[src/rtl/kuz_pkg.sv]
// kuz_pkg: shared constants and state encoding for the Kuznyechik S-layer
// sequencer.
//   BLOCK_W   : cipher block width in bits
//   BYTE_W    : width of one S-box lane
//   NUM_BYTES : bytes per block
//   state_e   : sequencer states (IDLE / RUN / DONE)
package kuz_pkg;

  localparam int BLOCK_W   = 128;
  localparam int BYTE_W    = 8;
  localparam int NUM_BYTES = 16;

  typedef enum logic [1:0] {
    IDLE = 2'd0,
    RUN  = 2'd1,
    DONE = 2'd2
  } state_e;

endpackage

[src/rtl/kuz_slayer_seq.sv]
// kuz_slayer_seq: applies the Kuznyechik nonlinear S-layer to one 128-bit
// block by streaming its bytes, MSB byte first, through a single external
// byte S-box and reassembling the substituted bytes.
//
// Ports:
//   clk       in   system clock, rising edge
//   rst       in   synchronous active-high reset
//   start     in   begin processing din (honoured only while ready=1)
//   din       in   input block, byte 0 in [127:120]
//   ready     out  high in IDLE
//   busy      out  high in RUN and DONE
//   done      out  one-cycle pulse, dout valid/updated in that cycle
//   dout      out  substituted block, same byte order as din
//   sbox_in   out  byte presented to the shared S-box
//   sbox_out  in   combinational S-box result for sbox_in
//
// Optional build macro KUZ_SLAYER_PIPE_EN: registers sbox_out before it
// enters the result register, adding one bubble cycle to RUN (latency 17
// instead of 16). Handshake and dout contents are unchanged.
module kuz_slayer_seq
  import kuz_pkg::*;
#(
  parameter int         NUM_BYTES = 16,
  parameter logic [7:0] IDLE_BYTE = 8'h00
) (
  input  logic                   clk,
  input  logic                   rst,
  input  logic                   start,
  input  logic [8*NUM_BYTES-1:0] din,
  output logic                   ready,
  output logic                   busy,
  output logic                   done,
  output logic [8*NUM_BYTES-1:0] dout,
  output logic [7:0]             sbox_in,
  input  logic [7:0]             sbox_out
);

  localparam int BW    = 8 * NUM_BYTES;
  localparam int CNT_W = $clog2(NUM_BYTES);
  localparam logic [CNT_W-1:0] LAST_CNT = CNT_W'(NUM_BYTES - 1);

  state_e           r_state;
  logic [BW-1:0]    r_input_sr;
  logic [BW-1:0]    r_result_sr;
  logic [BW-1:0]    r_dout;
  logic [CNT_W-1:0] r_cnt;
  logic             r_ready;
  logic             r_busy;
  logic             r_done;

  logic [7:0]       w_new_byte;
  logic             w_shift_en;
  logic             w_last;

`ifdef KUZ_SLAYER_PIPE_EN
  logic [7:0]       r_sbox_q;
  logic             r_bubble;

  // The first RUN cycle only primes r_sbox_q; nothing valid to collect yet.
  assign w_new_byte = r_sbox_q;
  assign w_shift_en = ~r_bubble;
`else
  assign w_new_byte = sbox_out;
  assign w_shift_en = 1'b1;
`endif

  assign w_last = w_shift_en && (r_cnt == LAST_CNT);

  // Present the current MSB byte only while running; idle value otherwise.
  assign sbox_in = (r_state == RUN) ? r_input_sr[BW-1 -: BYTE_W] : IDLE_BYTE;

  assign ready = r_ready;
  assign busy  = r_busy;
  assign done  = r_done;
  assign dout  = r_dout;

`ifdef KUZ_SLAYER_PIPE_EN
  // Capture stage for the S-box result; bubble flag marks the priming cycle.
  always_ff @(posedge clk) begin
    if (rst) begin
      r_sbox_q <= 8'h00;
      r_bubble <= 1'b0;
    end else if (r_state == IDLE) begin
      r_bubble <= start;
    end else if (r_state == RUN) begin
      r_sbox_q <= sbox_out;
      r_bubble <= 1'b0;
    end else begin
      r_bubble <= 1'b0;
    end
  end
`endif

  // Sequencer FSM with shift registers and registered handshake outputs.
  always_ff @(posedge clk) begin
    if (rst) begin
      r_state     <= IDLE;
      r_input_sr  <= '0;
      r_result_sr <= '0;
      r_dout      <= '0;
      r_cnt       <= '0;
      r_ready     <= 1'b1;
      r_busy      <= 1'b0;
      r_done      <= 1'b0;
    end else begin
      case (r_state)
        IDLE: begin
          if (start) begin
            r_input_sr <= din;
            r_cnt      <= '0;
            r_ready    <= 1'b0;
            r_busy     <= 1'b1;
            r_state    <= RUN;
          end
        end
        RUN: begin
          r_input_sr <= r_input_sr << BYTE_W;
          if (w_shift_en) begin
            r_result_sr <= {r_result_sr[BW-BYTE_W-1:0], w_new_byte};
            if (w_last) begin
              // dout is only ever written whole, on completion.
              r_dout  <= {r_result_sr[BW-BYTE_W-1:0], w_new_byte};
              r_done  <= 1'b1;
              r_state <= DONE;
            end else begin
              r_cnt <= r_cnt + 1'b1;
            end
          end
        end
        DONE: begin
          r_done  <= 1'b0;
          r_busy  <= 1'b0;
          r_ready <= 1'b1;
          r_state <= IDLE;
        end
        default: begin
          r_done  <= 1'b0;
          r_busy  <= 1'b0;
          r_ready <= 1'b1;
          r_state <= IDLE;
        end
      endcase
    end
  end

endmodule

[config.mk]
export PLATFORM = sky130hd
export DESIGN_NAME = kuz_slayer_seq
export DESIGN_NICKNAME = d
export VERILOG_FILES = /design/src/rtl/kuz_pkg.sv /design/src/rtl/kuz_slayer_seq.sv
export SDC_FILE = /design/constraint.sdc
export NUM_CORES = 1
export LEC_CHECK = 0
export CORE_MARGIN = 3
export CORE_UTILIZATION = 54
export CTS_BUF_LIST = sky130_fd_sc_hd__clkbuf_4 sky130_fd_sc_hd__clkbuf_8
export CTS_CLUSTER_SIZE = 10
export DETAILED_ROUTE_END_ITERATION = 10
export GPL_TIMING_DRIVEN = 0
export MAX_ROUTING_LAYER = met4
export PLACE_DENSITY = 0.79
export SLEW_MARGIN = 30
export SYNTH_ARGS = -nofsm -noshare
export SYNTH_HDL_FRONTEND = slang
export SYNTH_SLANG_ARGS = --single-unit
[constraint.sdc]
create_clock -name clk -period 1.9 [get_ports clk]
set_input_delay 0.285 -clock clk [delete_from_list [all_inputs] [get_ports clk]]
set_output_delay 0.285 -clock clk [all_outputs]
set_load 0.05 [all_outputs]
== Word-level counts from Yosys, hierarchy flattened ==
Cells that the tools add are included.

* Input bits: 139
* Register bits: 385
* Output and inout port bits: 139

* Reductions and logical operators: 8
* Add/subtract/negate cells: 1
* Bitwise logic cells: 2
* Eq/ne operators: 5
* Mux-type cells: 15

{| class="wikitable"
|+ Operator list
! operator !! number
|-
| 128-bit one-hot mux with 2 select lines || 1
|-
| 128-bit 2-to-1 mux || 1
|-
| 2-bit AND reduction || 5
|-
| 4-bit 2-to-1 mux || 2
|-
| 8-bit 2-to-1 mux || 1
|-
| 4-bit one-hot mux with 2 select lines || 1
|-
| 2-bit != test (second input constant) || 3
|-
| 1-bit one-hot mux with 2 select lines || 3
|-
| 4-bit by 1-bit adder with 4-bit output (second input constant) || 1
|-
| 4-bit equality test (second input constant) || 1
|-
| 2-bit 2-to-1 mux || 2
|-
| 2-bit one-hot mux with 2 select lines || 1
|-
| 1-bit 2-to-1 mux || 3
|-
| 3-bit AND reduction || 1
|-
| 2-bit by 1-bit equality test with 1-bit output (second input constant) || 1
|-
| 2-bit logical NOT || 1
|-
| 1-bit NOT || 2
|-
| 2-bit nonzero test || 1
|}

== Logic depth before layout (Yosys ltp) ==
Gate-level depths: netlist (run 1).

* Word-level depth: 3
* Mapped depth: 7
* Gate-level depth less buffers: 4

== Worst setup path after synthesis (run 1) ==
No wires, ideal clock.

* Path kind: reg2out
* From: reg r_state[0]
* To: out sbox_in[0]
* Buffers on the path: 2
* Required time: 1615 ps
* Cell stages (with the launch flop): 5
* Data arrival time: 1379 ps
* Slack: 236 ps
* Cells stage by stage: dfxtp_1 and2b_1 buf_2 clkbuf_1 and2_1

* Word-level cells in the longest chain between the ends: 2

{| class="wikitable"
|+ RTL lines
! item !! RTL line !! text
|-
| start: declaration || kuz_slayer_seq.sv:42 || <nowiki>state_e r_state;</nowiki>
|-
| start signal: assignment || kuz_slayer_seq.sv:97 || <nowiki>r_state <= IDLE;</nowiki>
|-
| start signal: assignment || kuz_slayer_seq.sv:113 || <nowiki>r_state <= RUN;</nowiki>
|-
| start signal: assignment || kuz_slayer_seq.sv:124 || <nowiki>r_state <= DONE;</nowiki>
|-
| 2-bit by 1-bit equality test with 1-bit output || kuz_slayer_seq.sv:70 || <nowiki>assign sbox_in = (r_state == RUN) ? r_input_sr[BW-1 -: BYTE_W] : IDLE_BYTE;</nowiki>
|-
| 8-bit 2-to-1 mux || kuz_slayer_seq.sv:70 ||
|-
| end: declaration || kuz_slayer_seq.sv:34 || <nowiki>output logic [7:0] sbox_in,</nowiki>
|}

No other way between the ends.

== Worst setup path in the final report (run 1) ==
* From: reg r_state[1]
* To: out sbox_in[7]

Same word-level chain as after synthesis.

==> summary.md, run 1 <==
| Metric | Value |
|---|---|
| Outcome | `complete, but fails checks` |
| Violated checks | `setup timing` |
| Sw frac | `25.2%` |
| Asr flop ratio synth | `0%` |
| Die span in y | `174 um` |
| DRC viols | `0` |
| Relative slew slack | `33.4%` |
| Effective utilization at floorplan | `55.8%` |
| Main flop type after synthesis | `dfxtp_1` |
| Tmin final | `1.95 ns` |
| GRT Util Overall | `28.7%` |
| Share of layout cells above drive strength 1 | `15.0%` |
| Data required time of the worst path | `1.62 ns` |
| Clock Latency Late Sink | `0.61 ns` |
| Die Area | `30,400 um^2` |
| Critical path's slowest cell | `dfxtp_4` |
| Netlist cell types | `32` |
| Clk sinks | `385` |
| Post-route ant nets | `0` |
| Routed wire length | `43,900 um` |
| Post-route setup slack | `-0.0488 ns` |
| Sequential element share of the synthesized area | `50.4%` |
| R2R cell count | `6` |
| Worst Tran Pin Value | `0.999 ns` |
| Post-DP Area | `18,500 um^2` |
| Clock group share of total power | `41.5%` |
| Area delta synth->final | `29.6%` |
| Cell-internal power | `13.2 mW` |
| Synth Net Count | `1,989` |
| Synth Cell Area | `15,300 um^2` |
| # IOs | `278` |
| P_sw | `4.46 mW` |
| Per-cell routed wire length | `16.9 um` |
| Hold Path Class | `input port to register` |
| Synth area leader | `dfxtp_1` |
| Final HPWL DP | `31,300 um` |
| Htree depth | `2` |
| Crit path max fanout | `5` |
| HP Start | `din[99]` |
| CTS tree | `done` |
| Largest net degree at the start of global routing | `16` |
| Cell area after layout | `19,800 um^2` |
| Maximum vdd drop | `0.668 mV` |
| Critical Path Start Type | `register` |
| Drt pass-1 iters | `5` |
| Gpl congestion | `0.890` |
| Critical Path, Cell by Cell | `and2b_4 -> buf_12 -> and2_4 -> buf_8` |
| Number of global-route vias before repair | `14,000` |
| Slew Limit Fails | `0` |
| Fin. Hold Viols | `0` |
| Setup Crit Path Kind | `register to output pin` |
| DP Cell Count | `2,497` |
| Setup Viol. Count Final | `8` |
| Unrepaired setup endpoints after global routing | `true` |
| Initial antenna violation count | `1` |
| # port buffers | `276` |
| Root Buffer | `clkbuf_8` |
| Max Cap Violations | `0` |
| Maximum buffer depth of the clock tree | `3` |
| Crit path DAT | `1.66 ns` |
| Ys Warns | `0` |
| Hold Slack | `0.252 ns` |
| WHS Endpoint | `r_input_sr[99]$_SDFFE_PP0P_` |
| Number of enable flip-flop cells after synthesis | `0` |
| Reg-to-reg endpoint | `r_input_sr[62]$_SDFFE_PP0P_` |
| Hold path depth | `3` |
| Fin cells | `2,607` |
| LEAKAGE | `7.74 nW` |
| Post-route clock skew | `0.0187 ns` |
| Sequential share of power | `48.0%` |
| Cts bufs inserted | `59` |
| First-pass GRT wire length | `70,500 um` |
| Synth cell count leaders | `385 x dfxtp_1, 372 x a21oi_1, 365 x nand2_1` |
| Yosys top cell area share | `50.4%` |
| CP peak stage delay | `0.34 ns` |
| Combinational share of power | `10.5%` |
| Critical R2R Launch | `r_state[0]$_SDFFE_PP0P_` |
| Peak Freq | `513 MHz` |
| Final net count | `2,329` |
| Yosys reg bits | `385` |
| R2r setup slk | `0.10 ns` |
| Grt ovf | `0` |
| Final worst-path cycle share | `103%` |
| Most common cell in the netlist | `dfxtp_1` |
| Power Dens Cells | `894 nW/um^2` |
| Num rows | `60` |
| Synth top area cells | `dfxtp_1 50%, a21oi_1 12%, nand2_1 9.0%` |
| Register clock-pin slew on the reported worst setup and hold paths | `0.07 ns` |
| Vias after detailed routing | `14,600` |
| Critical Path Sink Type | `output pin` |
| Die width | `174 um` |
| Core box area | `27,400 um^2` |
| Post-Synthesis Cells | `1,849` |
| Drt initial violations | `1,232` |
| Routed vias/inst | `5.58` |
| Syn Area/Cell | `8.26 um^2` |
==> layout by cell type, fill, tap and decap left out, drive strengths merged, types with 121 or more instances in the layout <==
cell type      count
nor2             132
o21ai            130
a21oi            372
dlygate4sd2      131
nand2            365
clkdlybuf4s50    137
a211oi           121
dfxtp            385
nand3            132
clkbuf           181
==> state kept, by name (all words and copies together), names as in the netlist <==
signal and flops:
busy 1, done 1, dout 128, r_cnt 4
r_input_sr 128, r_result_sr 120, r_state 2, ready 1
==> worst max-delay path by stage <==
stage / from / to / slack, ns
floorplan: r_state[0]$_SDFFE_PP0P_ / sbox_in[0] / 0.24
global placement: r_state[0]$_SDFFE_PP0P_ / sbox_in[3] / -0.74
detailed placement: r_state[0]$_SDFFE_PP0P_ / sbox_in[7] / -0.83
CTS: r_state[1]$_SDFFE_PP0P_ / sbox_in[5] / -0.08
global route: r_state[1]$_SDFFE_PP0P_ / sbox_in[7] / -0.09
finish: r_state[1]$_SDFFE_PP0P_ / sbox_in[7] / -0.05
==> worst max-delay path, delay by kind of cell, from the launching register on <==
kind,cells,cell delay [ns]
simple gates,2,0.46
flops,1,0.34
buf+inv,2,0.27
==> cell type report <==
class	count	area, um^2
clock buffer	99	1260
antenna	1	2.50
sequential	385	7710
multi-input combinational	1281	6690
inverter	1	3.75
tap	372	465
clock inverter	7	41.3
buffer	181	936
fill	2258	7600
timing repair buffer	280	2690
==> timing repair <==
item	CTS	global route
hold buffers	0	0
cloned	1	0
buffers inserted	3	0
setup endpoints to repair	146	101
pin swaps	4	2
resized for setup	214	22
==> metrics by stage <==
stage / util [%] / setup slack, ns / power (mW) / TNS [ns]
floorplan: - / 0.236 / 9.78 / 0
global placement: 67.5 / -0.737 / 10.4 / -9.53
detailed placement: 67.5 / -0.830 / 10.5 / -12.50
CTS: 72.1 / -0.0783 / 17.7 / -0.540
global route: 72.3 / -0.0920 / 18.3 / -0.681
finish: 72.3 / -0.0488 / 17.7 / -0.324
==> power by group through the flow <==
stage | Sequential, mW | Clock, mW | Combinational, mW
3_3_place_gp | 8.65 | 0 | 1.76
5_1_grt | 8.51 | 7.77 | 2.04
2_1_floorplan | 8.62 | 0 | 1.16
4_1_cts | 8.49 | 7.40 | 1.85
6_report | 8.49 | 7.34 | 1.86
3_5_place_dp | 8.66 | 0 | 1.80
==> routing by layer <==
layer | vias to the layer above | share of wire [%] | track usage [%]
li1 | 7065 | - | -
met5 | - | 0 | -
met3 | 94 | 6.6 | 4.67
met4 | 0 | 2.9 | 9.22
met1 | 6873 | 45 | 38.7
met2 | 522 | 46 | 44.4
==> cells by family (layout without fill, tap and decap cells) <==
group	after synthesis	after routing	synth area share (%)
AND/OR/NAND/NOR	644	644	17.2
AO/OA/AOI/OAI	636	636	26.4
flip-flops	385	385	50.4
buffers and inverters	183	568	5.91
adder cells (fa/ha/maj)	1	1	0.0819
other	0	1	0
Note: power is estimated with default switching activity, not from simulation.
==> inputs of run 2 (changes only) <==
--- a/config.mk
+++ b/config.mk
@@ -5,6 +5,7 @@
 export SDC_FILE = /design/constraint.sdc
 export NUM_CORES = 1
 export LEC_CHECK = 0
+export CORE_ASPECT_RATIO = 1.1
 export CORE_MARGIN = 3
 export CORE_UTILIZATION = 54
 export CTS_BUF_LIST = sky130_fd_sc_hd__clkbuf_4 sky130_fd_sc_hd__clkbuf_8
==> run 2 against run 1 <==
Compared with the run above:
- via count decreased by 1.9%
- maximum frequency is 1.4% higher
- clock-buffer cell count is 2 lower
- largest power group unchanged
- die area about the same
- clock power fell by 1%
- combinational power barely moved
- the flow still finishes with violations (setup timing)
- sequential power hardly changed
==> summary.md, run 2 (same netlist as run 1, synthesis figures left out) <==
| Metric | Value |
|---|---|
| Outcome | `complete, but fails checks` |
| Violated checks | `setup timing` |
| CTS tree | `done` |
| Hold Path Class | `input port to register` |
| Maximum buffer depth of the clock tree | `3` |
| Crit path max fanout | `9` |
| Drt initial violations | `1,006` |
| Fin util | `71.9%` |
| Commonest non-fill, non-tap cells in the layout | `383 x dfxtp_1, 372 x a21oi_1, 365 x nand2_1` |
| Fin cells | `2,594` |
| Power Dens Cells | `891 nW/um^2` |
| Fill cell count | `2,242` |
| Number of global-route vias before repair | `13,900` |
| Tot Pwr | `17.6 mW` |
| Worst Tran Pin Value | `0.889 ns` |
| Final HPWL DP | `31,700 um` |
| CP Depth | `4` |
| Max Cap Violations | `0` |
| R2r setup slk | `0.09 ns` |
| Largest net degree at the start of global routing | `16` |
| Routed wire length | `43,600 um` |
| DRC viols | `0` |
| Area delta synth->final | `29.1%` |
| Register clock-pin slew on the reported worst setup and hold paths | `0.07 ns` |
| Critical Path Sink Type | `output pin` |
| R2R cell count | `6` |
| Maximum vdd drop | `0.521 mV` |
| Peak Freq | `520 MHz` |
| Post-route setup slack | `-0.0224 ns` |
| Routed vias/inst | `5.50` |
| Critical R2R Launch | `r_state[1]$_SDFFE_PP0P_` |
| Num rows | `63` |
| Register Area | `7710 um^2` |
| Effective utilization at floorplan | `55.7%` |
| Relative slew slack | `40.7%` |
| Slew Limit Fails | `0` |
| GRT Util Overall | `28.2%` |
| Vias after detailed routing | `14,300` |
| Final worst-path cycle share | `101%` |
| Die span in y | `182 um` |
| # port buffers | `276` |
| Cts bufs inserted | `58` |
| Final net count | `2,328` |
| Per-cell routed wire length | `16.8 um` |
| Core box area | `27,400 um^2` |
| Crit path max-delay family | `simple AND/OR/NAND/NOR gates` |
| Clk sinks | `385` |
| Gpl congestion | `0.926` |
| First-pass GRT wire length | `69,000 um` |
| Post-route ant nets | `0` |
| Drt pass-1 iters | `5` |
| Grt ovf | `0` |
| Buffers and inverters on the worst path | `2` |
| DP Cell Count | `2,482` |
| Critical Path, Cell by Cell | `and2b_2 -> buf_12 -> and2_4 -> buf_6` |
| Cell area after layout | `19,700 um^2` |
| Critical path's slowest cell | `dfxtp_4` |
| Setup Crit Path Kind | `register to output pin` |
| Hold Slack | `0.239 ns` |
| Crit path capture | `sbox_in[7]` |
| LEAKAGE | `7.72 nW` |
| Die width | `166 um` |
| Data required time of the worst path | `1.62 ns` |
| Unrepaired setup endpoints after global routing | `true` |
| Reg-to-reg endpoint | `r_result_sr[19]$_SDFFE_PP0P_` |
| Critical Path Start Type | `register` |
| # IOs | `278` |
| Setup TNS | `-0.112 ns` |
| Clock Latency Late Sink | `0.59 ns` |
| Crit path DAT | `1.64 ns` |
| Tmin final | `1.92 ns` |
| Post-route clock skew | `0.0144 ns` |
| Initial antenna violation count | `5` |
| Post-DP Area | `18,500 um^2` |
| Most common library cell in the layout ignoring fill and taps | `dfxtp_1` |
| Root Buffer | `clkbuf_8` |
| Crit. Startpoint | `r_state[1]$_SDFFE_PP0P_` |
| Die Area | `30,400 um^2` |
| CP peak stage delay | `0.35 ns` |
| Setup Viol. Count Final | `8` |
| Share of layout cells above drive strength 1 | `15.0%` |
| Multi-input gate area | `6690 um^2` |
| Placement Setup Slack | `-0.745 ns` |
| Htree depth | `2` |
| Fin. Hold Viols | `0` |
run 2: cell count changes in the layout (fill, tap and decap cells not counted), moves of 2 or more:
cell | previous run | this run
buf_8 | 9 | 1
diode_2 | 1 | 5
buf_2 | 62 | 60
buf_6 | 5 | 13
clkbuf_2 | 11 | 13
run 2: where the power goes:
part	leakage [nW]	switching, mW	internal (mW)	total, mW
Combinational	3.90	1.08	0.751	1.84
Sequential	3.14	0.156	8.33	8.49
Clock	0.683	3.16	4.11	7.27
Total	7.72	4.40	13.2	17.6
run 2: routing by layer:
| metal | global-route usage (%) | vias up | part of all wire, % |
|---|---|---|---|
| li1 | - | 7073 | - |
| met1 | 35.0 | 6685 | 43 |
| met2 | 46.3 | 433 | 48 |
| met3 | 4.83 | 81 | 6.1 |
| met4 | 10.6 | 0 | 2.9 |
| met5 | - | - | 0 |
run 2: layout make-up:
class / instances / share of cell area, %
flip-flops and latches: 385 / 39.1
plain buffers: 181 / 4.76
well taps: 357 / 2.26
inverters: 1 / 0.0190
repair buffers: 280 / 13.4
diodes: 5 / 0.0634
clock inverters: 7 / 0.228
clock buffers: 97 / 6.29
multi-input cells: 1281 / 33.9
run 2: how the worst min path moves through the flow:
stage	startpoint	cells past startpoint	endpoint	slack, ns
after floorplan	sbox_out[0]	2	r_result_sr[0]$_SDFFE_PP0P_	0.42
after global placement	r_result_sr[119]$_SDFFE_PP0P_	2	r_result_sr[119]$_SDFFE_PP0P_	0.45
after detailed placement	r_result_sr[119]$_SDFFE_PP0P_	2	dout[127]$_SDFFE_PP0P_	0.45
after CTS	din[97]	3	r_input_sr[97]$_SDFFE_PP0P_	0.22
after global routing	din[98]	3	r_input_sr[98]$_SDFFE_PP0P_	0.25
final	din[97]	3	r_input_sr[97]$_SDFFE_PP0P_	0.24
run 2: timing repair:
| item | CTS | global route |
|---|---|---|
| setup endpoints to repair | 154 | 163 |
| hold buffers | 0 | 0 |
| gates resized for setup | 206 | 23 |
| buffers inserted | 4 | 0 |
| cloned | 0 | 0 |
run 2: worst min-delay path, cell delays in order:
cell,delay (ns)
clkdlybuf4s50_1,0.39
nand2_1,0.06
a211oi_1,0.05
==> inputs of run 3 (changes only) <==
==> constraint.sdc (replaced) <==
create_clock -name clk -period 2.2 [get_ports clk]
set_input_delay 0.33 -clock clk [delete_from_list [all_inputs] [get_ports clk]]
set_output_delay 0.33 -clock clk [all_outputs]
set_load 0.05 [all_outputs]
==> run 3 against run 2 <==
Compared with the run above:
- the flow now finishes without violations
- flip-flop and latch count is the same
- routed wire length is 0.64% lower
- hold slack improved by 0.047 ns
- setup slack better by 0.074 ns
- sequential power decreased by 14%
- non-clock buffer count decreased by 4
- combinational power is 15% lower
- power down 14%
- register-to-register slack better by 0.14 ns
- die area is the same
- critical path depth shrank 3
- utilization increased by 0.18 points
- critical endpoint is now ready
- highest routed layer unchanged
==> summary.md, run 3 (same netlist as run 1, synthesis figures left out) <==
| Metric | Value |
|---|---|
| Outcome | `finished, final reports clean` |
| First-pass GRT wire length | `68,600 um` |
| CTS tree | `done` |
| R2R cell count | `6` |
| Worst Tran Pin Value | `0.936 ns` |
| Met3 Resource Use GR | `4.72%` |
| Commonest non-fill, non-tap cells in the layout | `383 x dfxtp_1, 372 x a21oi_1, 365 x nand2_1` |
| Final HPWL DP | `31,700 um` |
| Met1 GRT Util | `34.8%` |
| Largest net degree at the start of global routing | `20` |
| Hold Slack | `0.286 ns` |
| Effective utilization at floorplan | `55.7%` |
| Clock Latency Late Sink | `0.59 ns` |
| Met2 Use GR | `46.3%` |
| Power Dens Cells | `767 nW/um^2` |
| Initial antenna violation count | `4` |
| Slew Limit Fails | `0` |
| Crit path DAT | `1.82 ns` |
| Die width | `166 um` |
| Fill cell count | `2,181` |
| Setup Crit Path Kind | `register to output pin` |
| Share of layout cells above drive strength 1 | `13.8%` |
| Setup bufs post-CTS | `0` |
| Area delta synth->final | `29.5%` |
| Tot Pwr | `15.2 mW` |
| Drt initial violations | `956` |
| Max Cap Violations | `0` |
| Placement Setup Slack | `-0.490 ns` |
| Routed vias/inst | `5.50` |
| # port buffers | `276` |
| Number of global-route vias before repair | `13,900` |
| # IOs | `278` |
| Post-route ant nets | `0` |
| Critical path's slowest cell | `clkdlybuf4s50_1` |
| GRT busiest layer | `met2` |
| Tmin final | `2.15 ns` |
| CP peak stage delay | `0.90 ns` |
| Critical Path Start Type | `register` |
| DRC viols | `0` |
| Register clock-pin slew on the reported worst setup and hold paths | `0.07 ns` |
| Post-route setup slack | `0.0514 ns` |
| Critical Path Sink Type | `output pin` |
| Hold path depth | `3` |
| CP Depth | `1` |
| Buffers and inverters on the worst path | `1` |
| Critical Path, Cell by Cell | `clkdlybuf4s50_1` |
| Core box area | `27,400 um^2` |
| Crit path max fanout | `2` |
| Peak Freq | `465 MHz` |
| Cts bufs inserted | `58` |
| Crit path max-delay family | `buffers and inverters` |
| Per-cell routed wire length | `16.7 um` |
| Final net count | `2,324` |
| Data required time of the worst path | `1.87 ns` |
| Most common library cell in the layout ignoring fill and taps | `dfxtp_1` |
| Grt ovf | `0` |
| Die Area | `30,400 um^2` |
| Unrepaired setup endpoints after global routing | `false` |
| Num rows | `63` |
| Final worst-path cycle share | `97.7%` |
| Hold Path Class | `input port to register` |
| Maximum buffer depth of the clock tree | `3` |
| Vias after detailed routing | `14,300` |
| Maximum vdd drop | `0.464 mV` |
| GRT Util Overall | `28.0%` |
| Gpl congestion | `0.926` |
| Clk sinks | `385` |
| Drt pass-1 iters | `5` |
| Htree depth | `2` |
| Fin. Hold Viols | `0` |
| LEAKAGE | `7.03 nW` |
| Routed wire length | `43,300 um` |
| Post-route clock skew | `0.0159 ns` |
| Die span in y | `182 um` |
| Root Buffer | `clkbuf_8` |
| Relative slew slack | `37.6%` |
| Setup Viol. Count Final | `0` |
[run 3: cell count changes in the layout (fill, tap and decap cells not counted), sizes merged]
cell	previous run	this run
buf	109	114
dlygate4sd2	131	0
clkbuf	181	172
diode	5	4
dlymetal6s2s	0	1
clkdlybuf4s50	137	267
[run 3: metrics by stage]
stage	std cells	utilization [%]	TNS [ns]	cell area (um^2)
after floorplan	1849	-	0	15300
after global placement	2482	67.4	-3.02	18500
after detailed placement	2482	67.4	-3.53	18500
after CTS	2585	72.0	0	19800
after global routing	2589	72.1	0	19800
final	2589	72.1	0	19800
[run 3: power breakdown]
part	internal, mW	switching, mW
clock network	3.55	2.73
registers	7.20	0.134
logic	0.635	0.929
[run 3: final cells by class]
class	count	area, um^2	share of cell area [%]
clock buffer	97	1240	6.27
antenna	4	10.0	0.0506
timing repair buffer	276	2750	13.9
buffer	181	911	4.60
tap	357	447	2.26
clock inverter	7	45.0	0.228
multi-input combinational	1281	6670	33.7
inverter	1	3.75	0.0190
sequential	385	7710	39.0
[run 3: path summary, 6_finish.rpt]
kind,start,to,slack (ns)
setup / recovery,ready$_SDFFE_PP1P_,ready,0.05
setup reg to reg,r_cnt[0]$_SDFFE_PP0P_,dout[107]$_SDFFE_PP0P_,0.23
hold reg to reg,done$_SDFFE_PP0P_,done$_SDFFE_PP0P_,0.46
hold / removal,din[97],r_input_sr[97]$_SDFFE_PP0P_,0.29
[run 3: what timing repair did]
item                       CTS  global route
hold buffers                 0             0
resized for setup           51             4
hold endpoints to repair     0             0
setup endpoints to repair    8             9
[run 3: routing by layer]
layer  vias to the layer above  share of wire (%)
met4                         0                3.2
met3                        91                6.6
met1                      6630                 42
li1                       7054                  -
met2                       477                 48
met5                         -                  0
